File: config.mk
export PLATFORM = sky130hd
export DESIGN_NAME = sequencer
export DESIGN_NICKNAME = d
export VERILOG_FILES = /design/src/rtl/sequencer.sv
export SDC_FILE = /design/constraint.sdc
export NUM_CORES = 1
export LEC_CHECK = 0
export CORE_ASPECT_RATIO = 1.2
export CORE_MARGIN = 1.5
export CORE_UTILIZATION = 44
export CTS_CLUSTER_DIAMETER = 30
export CTS_CLUSTER_SIZE = 25
export DETAILED_ROUTE_END_ITERATION = 7
export HOLD_SLACK_MARGIN = 0.15
export PLACE_DENSITY = 0.92
export RECOVER_POWER = 100
export SKIP_LAST_GASP = 1
export SLEW_MARGIN = 20
export SYNTH_ARGS = -nofsm -noshare
export SYNTH_HDL_FRONTEND = slang
export SYNTH_SLANG_ARGS = --single-unit
File: constraint.sdc
create_clock -name clk_i -period 4 [get_ports clk_i]
set_input_delay 0.8 -clock clk_i [delete_from_list [all_inputs] [get_ports clk_i]]
set_output_delay 0.8 -clock clk_i [all_outputs]
set_load 0.03 [all_outputs]
File: src/rtl/sequencer.sv
// Polaris instruction sequencer: strobe/ack instruction fetch, IR and execution state for the decoder.
// Optional feature: define POLARIS_ILLEGAL_TRAP_EN to trap undefined instructions to TRAP_VEC.
module sequencer #(
  parameter logic [63:0] RESET_PC = 64'h0,
  parameter logic [63:0] TRAP_VEC = 64'h100
) (
  input  logic        clk_i,
  input  logic        reset_i,
  input  logic        halt_i,
  output logic        istb_o,
  output logic [63:0] iadr_o,
  input  logic        iack_i,
  input  logic [31:0] idat_i,
  output logic [31:0] ir_o,
  output logic [2:0]  cstate_o,
  input  logic [2:0]  nstate_i,
  input  logic        defined_i,
  output logic [63:0] pc_o,
  output logic        retire_o,
  output logic        trap_o,
  output logic [63:0] epc_o
);

  localparam logic [1:0]  PH_IDLE  = 2'd0;
  localparam logic [1:0]  PH_FETCH = 2'd1;
  localparam logic [1:0]  PH_EXEC  = 2'd2;
  localparam logic [2:0]  CS_E0    = 3'd0;
  localparam logic [2:0]  CS_DONE  = 3'd3;
  localparam logic [31:0] NOP_INSN = 32'h0000_0013;

  logic [1:0]  phase_r, phase_n;
  logic [63:0] pc_r, pc_n;
  logic [31:0] ir_r, ir_n;
  logic [2:0]  cstate_r, cstate_n;
  logic        in_exec_s;
  logic        undef_s;
  logic        done_s;
  logic [63:0] pc_inc_s;
  logic [1:0]  after_s;

  assign in_exec_s = (phase_r == PH_EXEC);
  assign undef_s   = in_exec_s && (cstate_r == CS_E0) && !defined_i;
  // An undefined instruction never retires, whatever the decoder proposes.
  assign done_s    = in_exec_s && (nstate_i == CS_DONE) && !undef_s;
  assign pc_inc_s  = pc_r + 64'd4;
  assign after_s   = halt_i ? PH_IDLE : PH_FETCH;

`ifdef POLARIS_ILLEGAL_TRAP_EN
  logic        trap_r, trap_n;
  logic [63:0] epc_r, epc_n;
`else
  logic        unused_trap_vec_s;
  assign unused_trap_vec_s = ^TRAP_VEC;
`endif

  // Next-state logic for phase, PC, IR and execution state.
  always_comb begin
    phase_n  = phase_r;
    pc_n     = pc_r;
    ir_n     = ir_r;
    cstate_n = cstate_r;
`ifdef POLARIS_ILLEGAL_TRAP_EN
    trap_n   = 1'b0;
    epc_n    = epc_r;
`endif
    case (phase_r)
      PH_IDLE: begin
        if (!halt_i) phase_n = PH_FETCH;
        else         phase_n = PH_IDLE;
      end
      PH_FETCH: begin
        if (iack_i) begin
          ir_n     = idat_i;
          cstate_n = CS_E0;
          phase_n  = PH_EXEC;
        end else begin
          phase_n  = PH_FETCH;
        end
      end
      PH_EXEC: begin
        if (undef_s) begin
`ifdef POLARIS_ILLEGAL_TRAP_EN
          pc_n   = TRAP_VEC;
          epc_n  = pc_r;
          trap_n = 1'b1;
`else
          pc_n   = pc_inc_s;
`endif
          cstate_n = CS_DONE;
          phase_n  = after_s;
        end else if (done_s) begin
          pc_n     = pc_inc_s;
          cstate_n = CS_DONE;
          phase_n  = after_s;
        end else begin
          cstate_n = nstate_i;
        end
      end
      default: begin
        phase_n  = PH_IDLE;
        cstate_n = CS_DONE;
      end
    endcase
  end

  // State registers with asynchronous reset to the architectural reset values.
  always_ff @(posedge clk_i or negedge reset_i) begin
    if (!reset_i) begin
      phase_r  <= PH_IDLE;
      pc_r     <= RESET_PC;
      ir_r     <= NOP_INSN;
      cstate_r <= CS_DONE;
`ifdef POLARIS_ILLEGAL_TRAP_EN
      trap_r   <= 1'b0;
      epc_r    <= 64'h0;
`endif
    end else begin
      phase_r  <= phase_n;
      pc_r     <= pc_n;
      ir_r     <= ir_n;
      cstate_r <= cstate_n;
`ifdef POLARIS_ILLEGAL_TRAP_EN
      trap_r   <= trap_n;
      epc_r    <= epc_n;
`endif
    end
  end

  assign istb_o   = (phase_r == PH_FETCH);
  assign iadr_o   = pc_r;
  assign pc_o     = pc_r;
  assign ir_o     = ir_r;
  assign cstate_o = cstate_r;
  assign retire_o = done_s;
`ifdef POLARIS_ILLEGAL_TRAP_EN
  assign trap_o   = trap_r;
  assign epc_o    = epc_r;
`else
  assign trap_o   = 1'b0;
  assign epc_o    = 64'h0;
`endif

endmodule

==> metrics.md, run 1 <==
| Metric | Value |
|---|---|
| Post-synth top area share | `a little over two fifths` |
| Post-synthesis sequential area ratio | `roughly 45%` |
| Antenna diodes | `0` |
| Crit share post-route | `between 80% and 90%` |
| I/O pin total | `270` |
| Row count | `44` |
| Worst-path fanout max | `4` |
| Min-Delay Path Class | `reg -> reg` |
| Area contributors post-synth | `dfrtp_1 (43%), buf_4 (18%), mux2_2 (6.5%)` |
| Mapped Cells | `524` |
| Worst Path Required | `between 3 and 4 ns` |
| Htree depth | `3` |
| Vias in the first global route | `approximately 3,800` |
| Crit path capture type | `output pin` |
| Post-synth EDFFs | `0` |
| Finished Cell Area | `between 7000 and 8000 um^2` |
| Worst Tran Pin Value | `2.01 ns` |
| CTS Buf Count | `9` |
| Pwr per Cell Area | `around 480 nW/um^2` |
| Peak VDD IR | `0.333 mV` |
| WHS | `0.497 ns` |
| DR vias/cell | `between 4 and 5` |
| Post-route ant nets | `0` |
| Post-route setup TNS | `0 ns` |
| CTS hold repair buffers | `0` |
| FF+latch count, synth | `99` |
| Post-Route WL | `~13,000 um` |
| Worst r2r src | `phase_r[0]$_DFFE_PN0P_` |
| Final Instance Count excl. Fillers | `between 800 and 900` |
| Hold path depth | `1` |
| Worst R2R Path Depth | `8` |
| Post-Syn Area per Cell | `10.5 um^2` |
| CP Launch Type | `primary input` |
| CTS max path bufs | `2` |
| Initial Util | `45.4%` |
| FMAX | `0.283 GHz` |
| Static Leak | `3.51 nW` |
| Failing checks | `capacitance limit, slew limit` |
| Synth Cell Area | `around 5500 um^2` |
| CTS tree | `done` |
| Final Power | `between 3 and 4 mW` |
| Via count | `between 4,000 and 5,000` |
| Placed cell count | `just over 800` |
| Worst EP arrival | `approximately 2.7 ns` |
| Fin crit period | `3.53 ns` |
| Main synth FF type | `dfrtp_1` |
| Clock-pin slew on the worst setup and hold paths | `roughly 0.070 ns` |
| Worst slew margin | `-34.2%` |
| Yosys top cell by area | `dfrtp_1` |
| Max Cap Violations | `2` |
| Crit Reg-Reg Endpoint | `iadr_o[57]$_DFFE_PN0P_` |
| Core area | `approximately 12,000 um^2` |
| Clock Tree Root | `clkbuf_16` |
| CP Launch Point | `defined_i` |
| Ys async rst share | `100%` |
| Layout cells sized above 1 | `8.67%` |
| R2r setup slk | `approximately 1.1 ns` |
| Crit Path Class | `in -> out` |
| Largest net degree at the start of global routing | `82` |
| Status | `finished, violations left` |
| Placed Instance Area | `roughly 7000 um^2` |
| Grt total ovfl | `0` |
| First DRT Iteration DRCs | `210` |
| Net count, final | `710` |
| CTS resizes | `0` |
| First-pass GRT wire length | `slightly below 20,000 um` |
| Synth cell types | `44` |
| Max-slew violation count | `between 100 and 150` |
| Clock latency on the worst-skew pair | `0.34 ns` |
| Hpwl dp | `around 9300 um` |
| Die W | `between 100 and 150 um` |
| Initial antenna violation count | `0` |
| Total GRT Usage | `between 10% and 20%` |
| Clock skew | `between 0.01 and 0.015 ns` |
| Routed WL per cell | `15.1 um` |
| GPL Wtd Cong | `~0.80` |
| Chip height | `126 um` |
| Residual DRC | `0` |
| CTS sink cnt | `99` |
| Final setup vio count | `0` |
| Fin. Hold Viols | `0` |
| Post-CTS Setup Bufs | `0` |
| Syn. warnings | `0` |
| Top cells by count, synth | `buf_4 (132), dfrtp_1 (94), mux2_2 (32), xor2_1 (32), nand2_1 (30)` |
| Detailed Routing Iterations Pass 1 | `4` |
| Port buffer count | `200` |
| Area delta synth->final | `30.1%` |
| Unrepaired setup endpoints after global routing | `no` |
| Most frequent cell after synthesis | `buf_4` |
| Die area | `approximately 13,000 um^2` |
| Critical Path Sink | `retire_o` |
## how the worst min path moves through the flow
stage	from	to	slack, ns
final	ir_o[23]$_DFFE_PN0P_	ir_o[23]$_DFFE_PN0P_	0.50
after CTS	ir_o[18]$_DFFE_PN0P_	ir_o[18]$_DFFE_PN0P_	0.51
after detailed placement	ir_o[23]$_DFFE_PN0P_	ir_o[23]$_DFFE_PN0P_	0.49
after global routing	ir_o[15]$_DFFE_PN0P_	ir_o[15]$_DFFE_PN0P_	0.52
after floorplan	reset_i	cstate_o[2]$_DFFE_PN0P_	0.50
after global placement	ir_o[24]$_DFFE_PN0P_	ir_o[24]$_DFFE_PN0P_	0.49
## layout make-up
cell class	instances	area, um^2
Tap cell	161	201
Timing Repair Buffer	203	2010
Clock inverter	5	55.1
Clock buffer	10	229
Sequential cell	99	2480
Multi-Input combinational cell	341	2170
Fill cell	1032	4980
Inverter	11	41.3
## state kept, by name (all words and copies together), names as in the netlist
name	count
cstate_o	3
iadr_o	62
ir_o	32
phase_r	2
## logic make-up after synthesis
group	Yosys count	share of synthesized area [%]
other	1	0.0679
adder cells (fa/ha/maj)	5	1.13
AO/OA/AOI/OAI	11	1.34
multiplexers	32	6.52
flip-flops	99	45.0
AND/OR/NAND/NOR	163	16.8
XOR/XNOR	61	9.67
buffers and inverters	152	19.5
## worst max-delay path: stages
cell and delay [ns]:
dlygate4sd3_1 0.52, nand2b_1 0.17, nor4_1 0.45, nor2_1 0.08, dlygate4sd3_1 0.71
## metrics by stage
step | utilization [%] | worst slack [ns]
3_5_place_dp | 57.3 | 0.701
5_1_grt | 59.1 | 0.325
6_report | 59.1 | 0.468
3_3_place_gp | 57.3 | 0.701
2_1_floorplan | - | 1.63
4_1_cts | 59.7 | 0.696
## report_power, final
| group | internal (mW) | switching [mW] | leakage [nW] | total [mW] |
|---|---|---|---|---|
| Sequential | 1.21 | 0.108 | 1.26 | 1.32 |
| Combinational | 0.504 | 0.782 | 2.11 | 1.29 |
| Clock | 0.480 | 0.369 | 0.134 | 0.849 |
| Total | 2.20 | 1.26 | 3.51 | 3.46 |
## per-layer routing
layer / vias to the layer above / wire length (um) / track usage (%)
li1: 1866 / - / -
met3: 21 / 727 / 3.21
met1: 1933 / 4850 / 22.3
met2: 196 / 6700 / 33.6
met4: 0 / 253 / 6.61
met5: - / 0 / 0
## placed cells by master (no fill, tap or decap), types with 3 or more instances in the layout
master,Yosys,routed
ha_1,5,5
dfstp_2,5,5
nor3_1,18,19
and3_1,5,5
nor4_1,8,14
and2_1,3,3
xor2_1,32,32
inv_1,11,11
clkbuf_16,0,9
clkbuf_1,3,4
or4_1,3,3
or3_1,3,3
a21oi_1,3,3
nand3_1,24,24
xnor2_1,29,29
dfrtp_1,94,94
nand2_1,30,30
clkdlybuf4s50_1,0,36
nand4_1,21,21
mux2_2,32,31
conb_1,1,69
nor2_1,26,26
dlygate4sd3_1,0,163
nand4b_1,3,3
(Power assumes the default switching activity.)
==> run 2: changes to the inputs <==
- CORE_MARGIN: 1.5 -> 1
- GPL_TIMING_DRIVEN: not set -> 0
==> run 2 against run 1 <==
Compared with the run above: the flow still finishes with violations (capacitance limit, slew limit); largest cell class is now buffers; combinational power rose by 6%; global-route usage increased by 2.9 points; first-iteration DRC count shrank 25%.
==> metrics.md, run 2 (synthesized netlist as in run 1, its figures left out) <==
| Metric | Value |
|---|---|
| Max FFs per register | `62 (unchanged)` |
| Detailed Routing Iterations Pass 1 | `4 (unchanged)` |
| Port buffer count | `200 (unchanged)` |
| Area occupied by multi-input gates | `2180 um^2 (was 2170 um^2)` |
| CTS Buf Count | `9 (unchanged)` |
| Clock skew | `0.00882 ns (was 0.0108 ns)` |
| Post-CTS Setup Bufs | `0 (unchanged)` |
| Hpwl dp | `10,700 um (was 9330 um)` |
| Crit share post-route | `86.1% (was 88.3%)` |
| Worst Path Required | `3.20 ns (about the same)` |
| Via count | `4,502 (was 4,016)` |
| Unrepaired setup endpoints after global routing | `no (unchanged)` |
| Row count | `44 (unchanged)` |
| Clock Tree Root | `clkbuf_16 (unchanged)` |
| Residual DRC | `0 (unchanged)` |
| CTS max path bufs | `2 (unchanged)` |
| Grt total ovfl | `0 (unchanged)` |
| Peak VDD IR | `0.310 mV (was 0.333 mV)` |
| Htree depth | `3 (unchanged)` |
| Crit Path Class | `reg -> out (was in -> out)` |
| CTS sink cnt | `99 (unchanged)` |
| Core area | `12,200 um^2 (unchanged)` |
| Post-route setup TNS | `0 ns (unchanged)` |
| Net Switching | `1.29 mW (was 1.26 mW)` |
| CTS resizes | `0 (unchanged)` |
| CTS hold repair buffers | `0 (unchanged)` |
| Crit path capture type | `output pin (unchanged)` |
| Max-slew violation count | `45 (was 115)` |
| Pre-CTS WS | `0.708 ns (was 0.701 ns)` |
| Sw Ratio | `35.5% (was 36.4%)` |
| Routed WL per cell | `14.3 um (was 15.1 um)` |
| Die area | `13,000 um^2 (was 13,200 um^2)` |
| Leading cell types in the layout, fill and taps excluded | `dlygate4sd3_1 (162), buf_4 (131), dfrtp_1 (94), conb_1 (69), clkdlybuf4s50_1 (37) (was dlygate4sd3_1 (163), dfrtp_1 (94), conb_1 (69), clkdlybuf4s50_1 (36), xor2_1 (32))` |
| Failing checks | `capacitance limit, slew limit (unchanged)` |
| R2r setup slk | `0.88 ns (was 1.14 ns)` |
| Static Leak | `4.26 nW (was 3.51 nW)` |
| DR vias/cell | `4.64 (was 4.84)` |
| First-pass GRT wire length | `22,300 um (was 19,600 um)` |
| Worst-path fanout max | `8 (was 4)` |
| Status | `finished, violations left (unchanged)` |
| Worst EP arrival | `2.65 ns (was 2.73 ns)` |
| Largest net degree at the start of global routing | `56 (was 82)` |
| Int Power | `2.34 mW (was 2.20 mW)` |
| Seq. cell area | `2480 um^2 (unchanged)` |
| Crit Reg-Reg Endpoint | `iadr_o[37]$_DFFE_PN0P_ (was iadr_o[57]$_DFFE_PN0P_)` |
| Worst r2r src | `phase_r[0]$_DFFE_PN0P_ (unchanged)` |
| Clock-pin slew on the worst setup and hold paths | `0.06 ns (was 0.07 ns)` |
| Post-Route WL | `13,800 um (was 12,500 um)` |
| Pwr per Cell Area | `438 nW/um^2 (was 481 nW/um^2)` |
| Fin crit period | `3.45 ns (was 3.53 ns)` |
| Worst setup margin | `0.555 ns (was 0.468 ns)` |
| Most common cell after layout, fill and taps aside | `dlygate4sd3_1 (unchanged)` |
| Max Cap Violations | `1 (was 2)` |
| Min-Delay Path Class | `reg -> reg (unchanged)` |
| Gate power share | `37.7% (was 37.2%)` |
| Post-route ant nets | `0 (unchanged)` |
| Initial antenna violation count | `0 (unchanged)` |
| Hold path depth | `1 (unchanged)` |
| Worst Tran Pin Value | `2.53 ns (was 2.01 ns)` |
| Clock latency on the worst-skew pair | `0.34 ns (about the same)` |
| FMAX | `0.290 GHz (was 0.283 GHz)` |
| Net count, final | `849 (was 710)` |
| Layout cells sized above 1 | `23.9% (was 8.67%)` |
| Final Instance Count excl. Fillers | `970 (was 830)` |
| GPL Wtd Cong | `0.796 (was 0.799)` |
| Fin. Hold Viols | `0 (unchanged)` |
| Initial Util | `45.4% (unchanged)` |
| Clock share of power | `25.7% (was 24.5%)` |
| Die W | `104 um (was 105 um)` |
| Min-delay src | `ir_o[10]$_DFFE_PN0P_ (was ir_o[23]$_DFFE_PN0P_)` |
| I/O pin total | `270 (unchanged)` |
| Vias in the first global route | `4,372 (was 3,765)` |
| CTS tree | `done (unchanged)` |
| CP Launch Type | `flop (was primary input)` |
| Total GRT Usage | `21.6% (was 18.7%)` |
| Final setup vio count | `0 (unchanged)` |
| Placed cell count | `954 (was 815)` |
| Area delta synth->final | `49.8% (was 30.1%)` |
| Chip height | `125 um (was 126 um)` |
| Antenna diodes | `0 (unchanged)` |
| Sequential power share | `36.6% (was 38.2%)` |
| First DRT Iteration DRCs | `157 (was 210)` |
| FILL cells | `938 (was 1,032)` |
| Worst R2R Path Depth | `10 (was 8)` |
| Hold Path End | `ir_o[10]$_DFFE_PN0P_ (was ir_o[23]$_DFFE_PN0P_)` |
| Worst slew margin | `-68.7% (was -34.2%)` |
| WHS | `0.500 ns (was 0.497 ns)` |
run 2: changes by cell type in the layout (fill, tap and decap cells not counted), sizes merged:
cell	previous run	this run
buf	0	133
bufinv	1	2
clkbuf	14	21
clkdlybuf4s50	36	37
clkinvlp	2	1
dlygate4sd3	163	162
run 2: per-layer routing:
layer | vias to the layer above | GRT usage [%] | part of all wire [%]
met2 | 203 | 39.2 | 54
met1 | 2122 | 24.4 | 37
met5 | - | 0 | 0
met4 | 0 | 11.7 | 3.5
met3 | 34 | 2.72 | 5.5
li1 | 2143 | - | -
run 2: cell type report:
cell class | instances | area share (%)
clock inverters | 5 | 0.938
clock buffers | 11 | 2.93
plain buffers | 141 | 12.4
repair buffers | 201 | 24.5
multi-input cells | 341 | 26.3
well taps | 161 | 2.43
inverters | 11 | 0.499
flip-flops and latches | 99 | 30.0
run 2: worst max-delay path by stage:
stage                            from                  end  slack [ns]  cells past startpoint
4_1_cts                     defined_i             retire_o        0.70                      5
5_1_grt        phase_r[0]$_DFFE_PN0P_             retire_o        0.32                      7
3_3_place_gp                  reset_i  ir_o[9]$_DFFE_PN0P_       -1.58                      1
3_5_place_dp                defined_i             retire_o        0.71                      5
2_1_floorplan               defined_i             retire_o        1.63                      3
6_report       phase_r[0]$_DFFE_PN0P_             retire_o        0.55                      7
run 2: stage by stage:
stage	instance area (um^2)	total power, mW	utilization (%)
after floorplan	5780	2.23	-
after global placement	7980	2.76	65.6
final	8270	3.63	68.0
after CTS	8330	3.75	68.5
after detailed placement	8010	2.80	65.9
after global routing	8270	3.79	68.0
run 2: power groups by stage:
stage | combinational (mW) | clock [mW] | sequential [mW]
3_5_place_dp | 1.45 | 0 | 1.35
2_1_floorplan | 0.512 | 0 | 1.72
5_1_grt | 1.44 | 0.991 | 1.36
6_report | 1.37 | 0.932 | 1.33
3_3_place_gp | 1.42 | 0 | 1.34
4_1_cts | 1.45 | 0.957 | 1.34
run 2: critical path, cell delays in order (launching register included):
cell and delay (ns):
dfrtp_1 0.40, inv_1 0.11, ha_1 0.15, clkbuf_1 0.28
nand2b_1 0.15, nor4_1 0.43, nor2_1 0.08, dlygate4sd3_1 0.71
==> run 3: changes to the inputs <==
- ABC_AREA: not set -> 1
- CORE_UTILIZATION: 44 -> 47
- PLACE_DENSITY: 0.92 -> 0.93
- SLEW_MARGIN: 20 -> not set
==> run 3 against run 2 <==
Compared with the run above: the run still ends with capacitance limit, slew limit left; die area is 8.7% higher; power is 2.5% lower; synthesized cell count is 65% higher; clock-buffer cell count stayed put; first-iteration DRC count is 90% higher; clock power is 2% lower; via count is 38% higher; design area is 11% higher; critical path type is now in -> out.
==> metrics.md, run 3 <==
| Metric | Value |
|---|---|
| Largest net degree at the start of global routing | `71 (was 56)` |
| Hold path depth | `2 (was 1)` |
| Clock share of power | `25.8% (was 25.7%)` |
| Placed cell count | `1,304 (was 954)` |
| Via count | `6,205 (was 4,502)` |
| Post-synthesis mux area share | `0% (was 6.52%)` |
| Post-synth top area share | `36.6% (was 42.6%)` |
| Final setup vio count | `0 (unchanged)` |
| Initial antenna violation count | `0 (unchanged)` |
| Net Switching | `1.35 mW (was 1.29 mW)` |
| Fin. Hold Viols | `0 (unchanged)` |
| Most common cell after layout, fill and taps aside | `nand2_1 (was dlygate4sd3_1)` |
| Final Instance Count excl. Fillers | `1,320 (was 970)` |
| Unrepaired setup endpoints after global routing | `no (unchanged)` |
| FILL cells | `1,111 (was 938)` |
| Post-route setup TNS | `0 ns (unchanged)` |
| Row count | `46 (was 44)` |
| First-pass GRT wire length | `28,600 um (was 22,300 um)` |
| Clock latency on the worst-skew pair | `0.35 ns (was 0.34 ns)` |
| CTS max path bufs | `2 (unchanged)` |
| FF+latch count, synth | `99 (unchanged)` |
| Max-slew violation count | `30 (was 45)` |
| Initial Util | `48.3% (was 45.4%)` |
| CP Launch Type | `primary input (was flop)` |
| Max FFs per register | `62 (unchanged)` |
| Post-Synth Adder-Cell Area | `0.974% (was 1.13%)` |
| Crit Path Class | `in -> out (was reg -> out)` |
| Largest family of logic cells by synthesized area | `simple AND/OR/NAND/NOR gates (was buffers and inverters)` |
| Worst R2R Path Depth | `9 (was 10)` |
| Layout cells sized above 1 | `15.6% (was 23.9%)` |
| Leading cell types in the layout, fill and taps excluded | `nand2_1 (290), dlygate4sd3_1 (163), buf_4 (132), nor2_1 (114), dfrtp_1 (94) (was dlygate4sd3_1 (162), buf_4 (131), dfrtp_1 (94), conb_1 (69), clkdlybuf4s50_1 (37))` |
| Residual DRC | `0 (unchanged)` |
| Worst slew margin | `-8.93% (was -68.7%)` |
| Post-Route WL | `18,600 um (was 13,800 um)` |
| Xor/xnor cell area share of the yosys netlist | `4.09% (was 9.67%)` |
| Port buffer count | `200 (unchanged)` |
| Grt total ovfl | `0 (unchanged)` |
| Worst Path Required | `3.20 ns (about the same)` |
| Area contributors post-synth | `dfrtp_1 (37%), nand2_1 (17%), buf_4 (15%) (was dfrtp_1 (43%), buf_4 (18%), mux2_2 (6.5%))` |
| CTS resizes | `0 (unchanged)` |
| Status | `finished, violations left (unchanged)` |
| Clock skew | `0.0118 ns (was 0.00882 ns)` |
| Most frequent cell after synthesis | `nand2_1 (was buf_4)` |
| FMAX | `0.310 GHz (was 0.290 GHz)` |
| Ys async rst share | `100% (unchanged)` |
| Area delta synth->final | `42.8% (was 49.8%)` |
| Worst-path fanout max | `5 (was 8)` |
| Post-Syn Area per Cell | `7.41 um^2 (was 10.5 um^2)` |
| Failing checks | `capacitance limit, slew limit (unchanged)` |
| CTS tree | `done (unchanged)` |
| Chip height | `130 um (was 125 um)` |
| Clock-pin slew on the worst setup and hold paths | `0.07 ns (was 0.06 ns)` |
| GPL Wtd Cong | `0.998 (was 0.796)` |
| CTS Buf Count | `9 (unchanged)` |
| Crit path capture type | `output pin (unchanged)` |
| Post-route ant nets | `0 (unchanged)` |
| Pwr per Cell Area | `386 nW/um^2 (was 438 nW/um^2)` |
| Net count, final | `1,192 (was 849)` |
| Mapped Cells | `867 (was 524)` |
| Clock Tree Root | `clkbuf_16 (unchanged)` |
| Int Power | `2.19 mW (was 2.34 mW)` |
| Post-synthesis sequential area ratio | `38.7% (was 45.0%)` |
| Min-Delay Path Class | `reg -> reg (unchanged)` |
| DR vias/cell | `4.70 (was 4.64)` |
| Fin crit period | `3.23 ns (was 3.45 ns)` |
| Total GRT Usage | `26.7% (was 21.6%)` |
| Detailed Routing Iterations Pass 1 | `5 (was 4)` |
| Post-CTS Setup Bufs | `0 (unchanged)` |
| Post-synth EDFFs | `0 (unchanged)` |
| Antenna diodes | `0 (unchanged)` |
| Sequential power share | `37.2% (was 36.6%)` |
| First DRT Iteration DRCs | `299 (was 157)` |
| Yosys top cell by area | `dfrtp_1 (unchanged)` |
| Routed WL per cell | `14.1 um (was 14.3 um)` |
| Max Cap Violations | `1 (unchanged)` |
| Worst Tran Pin Value | `1.63 ns (was 2.53 ns)` |
| Peak VDD IR | `0.384 mV (was 0.310 mV)` |
| Crit share post-route | `80.7% (was 86.1%)` |
| CTS sink cnt | `99 (unchanged)` |
| Die area | `14,100 um^2 (was 13,000 um^2)` |
| Sw Ratio | `38.2% (was 35.5%)` |
| Hpwl dp | `14,900 um (was 10,700 um)` |
| Syn. warnings | `0 (unchanged)` |
| Main synth FF type | `dfrtp_1 (unchanged)` |
| Htree depth | `3 (unchanged)` |
| Synth cell types | `30 (was 44)` |
| Synth Cell Area | `6420 um^2 (was 5530 um^2)` |
| CTS hold repair buffers | `0 (unchanged)` |
| Post-Synth Simple-Gate Area | `34.6% (was 16.8%)` |
| I/O pin total | `270 (unchanged)` |
| Die W | `109 um (was 104 um)` |
| Vias in the first global route | `5,847 (was 4,372)` |
| Worst EP arrival | `2.43 ns (was 2.65 ns)` |
| Core area | `13,300 um^2 (was 12,200 um^2)` |
| Static Leak | `4.90 nW (was 4.26 nW)` |
| Top cells by count, synth | `nand2_1 (286), buf_4 (132), nor2_1 (111) (was buf_4 (132), dfrtp_1 (94), mux2_2 (32), xor2_1 (32), nand2_1 (30))` |
| Compound-Gate Fraction of Synth Area | `1.48% (was 1.34%)` |
| Gate power share | `37.1% (was 37.7%)` |
## run 3: cell count changes in the layout (fill, tap and decap cells not counted), moves of 8 or more
cell	before	now
xnor2_1	29	17
nand3_1	24	33
nand2_1	30	290
nor2_1	26	114
nor3_1	19	6
nor4_1	13	0
inv_1	11	63
nor2_2	0	9
xor2_1	32	13
nand3b_1	0	20
o21ai_0	2	14
nand4_1	21	13
mux2_2	32	0
## run 3: logic make-up (layout without fill, tap and decap cells)
| logic type | after synthesis | after routing |
|---|---|---|
| AO/OA/AOI/OAI | 18 | 18 |
| other | 1 | 69 |
| XOR/XNOR | 30 | 30 |
| buffers and inverters | 207 | 424 |
| adder cells (fa/ha/maj) | 5 | 5 |
| flip-flops | 99 | 99 |
| AND/OR/NAND/NOR | 507 | 507 |
## run 3: cell type report
cell class / instances / area [um^2] / area share (%)
Buffer: 144 / 1040 / 11.3
Clock buffer: 11 / 253 / 2.76
Clock inverter: 5 / 58.8 / 0.641
Inverter: 63 / 236 / 2.58
Multi-Input combinational cell: 629 / 2870 / 31.3
Sequential cell: 99 / 2480 / 27.1
Tap cell: 168 / 210 / 2.29
Timing Repair Buffer: 201 / 2020 / 22.1
## run 3: final timing paths
path / slack [ns] / start / endpoint
max in group asynchronous: 2.05 / reset_i / ir_o[4]$_DFFE_PN1P_
min reg2reg: 0.47 / ir_o[0]$_DFFE_PN1P_ / ir_o[0]$_DFFE_PN1P_
max reg2reg: 1.34 / phase_r[0]$_DFFE_PN0P_ / iadr_o[40]$_DFFE_PN0P_
min: 0.47 / ir_o[0]$_DFFE_PN1P_ / ir_o[0]$_DFFE_PN1P_
max: 0.77 / defined_i / retire_o
min in group asynchronous: 0.86 / reset_i / iadr_o[31]$_DFFE_PN0P_
## run 3: worst max-delay path, cell delays in order
cell	delay [ns]
dlygate4sd3_1	0.53
nor2_1	0.09
nand3_1	0.18
nand2_1	0.11
inv_1	0.03
dlygate4sd3_1	0.68
## run 3: power groups by stage
stage	combinational (mW)	clock (mW)	sequential (mW)
6_report	1.31	0.912	1.31
5_1_grt	1.41	0.963	1.34
4_1_cts	1.40	0.925	1.32
3_5_place_dp	1.39	0	1.33
3_3_place_gp	1.35	0	1.33
2_1_floorplan	0.501	0	1.66
## run 3: stage by stage
stage	hold WS, ns	cell area (um^2)	power, mW	utilization (%)	worst slack [ns]
after floorplan	0.504	6680	2.17	-	1.97
after global placement	0.454	8890	2.69	66.9	-1.57
after detailed placement	0.458	8910	2.73	67.1	0.948
after CTS	0.380	9230	3.64	69.4	0.951
after global routing	0.486	9170	3.71	69.0	0.646
final	0.467	9170	3.54	69.0	0.770
## run 3: per-layer routing
layer  up-vias  share of wire [%]  track usage [%]
met2       292                 52             48.9
met5         -                  0                0
met1      2832                 36             28.5
li1       3023                  -                -
met3        58                8.3             6.49
met4         0                3.7             12.9
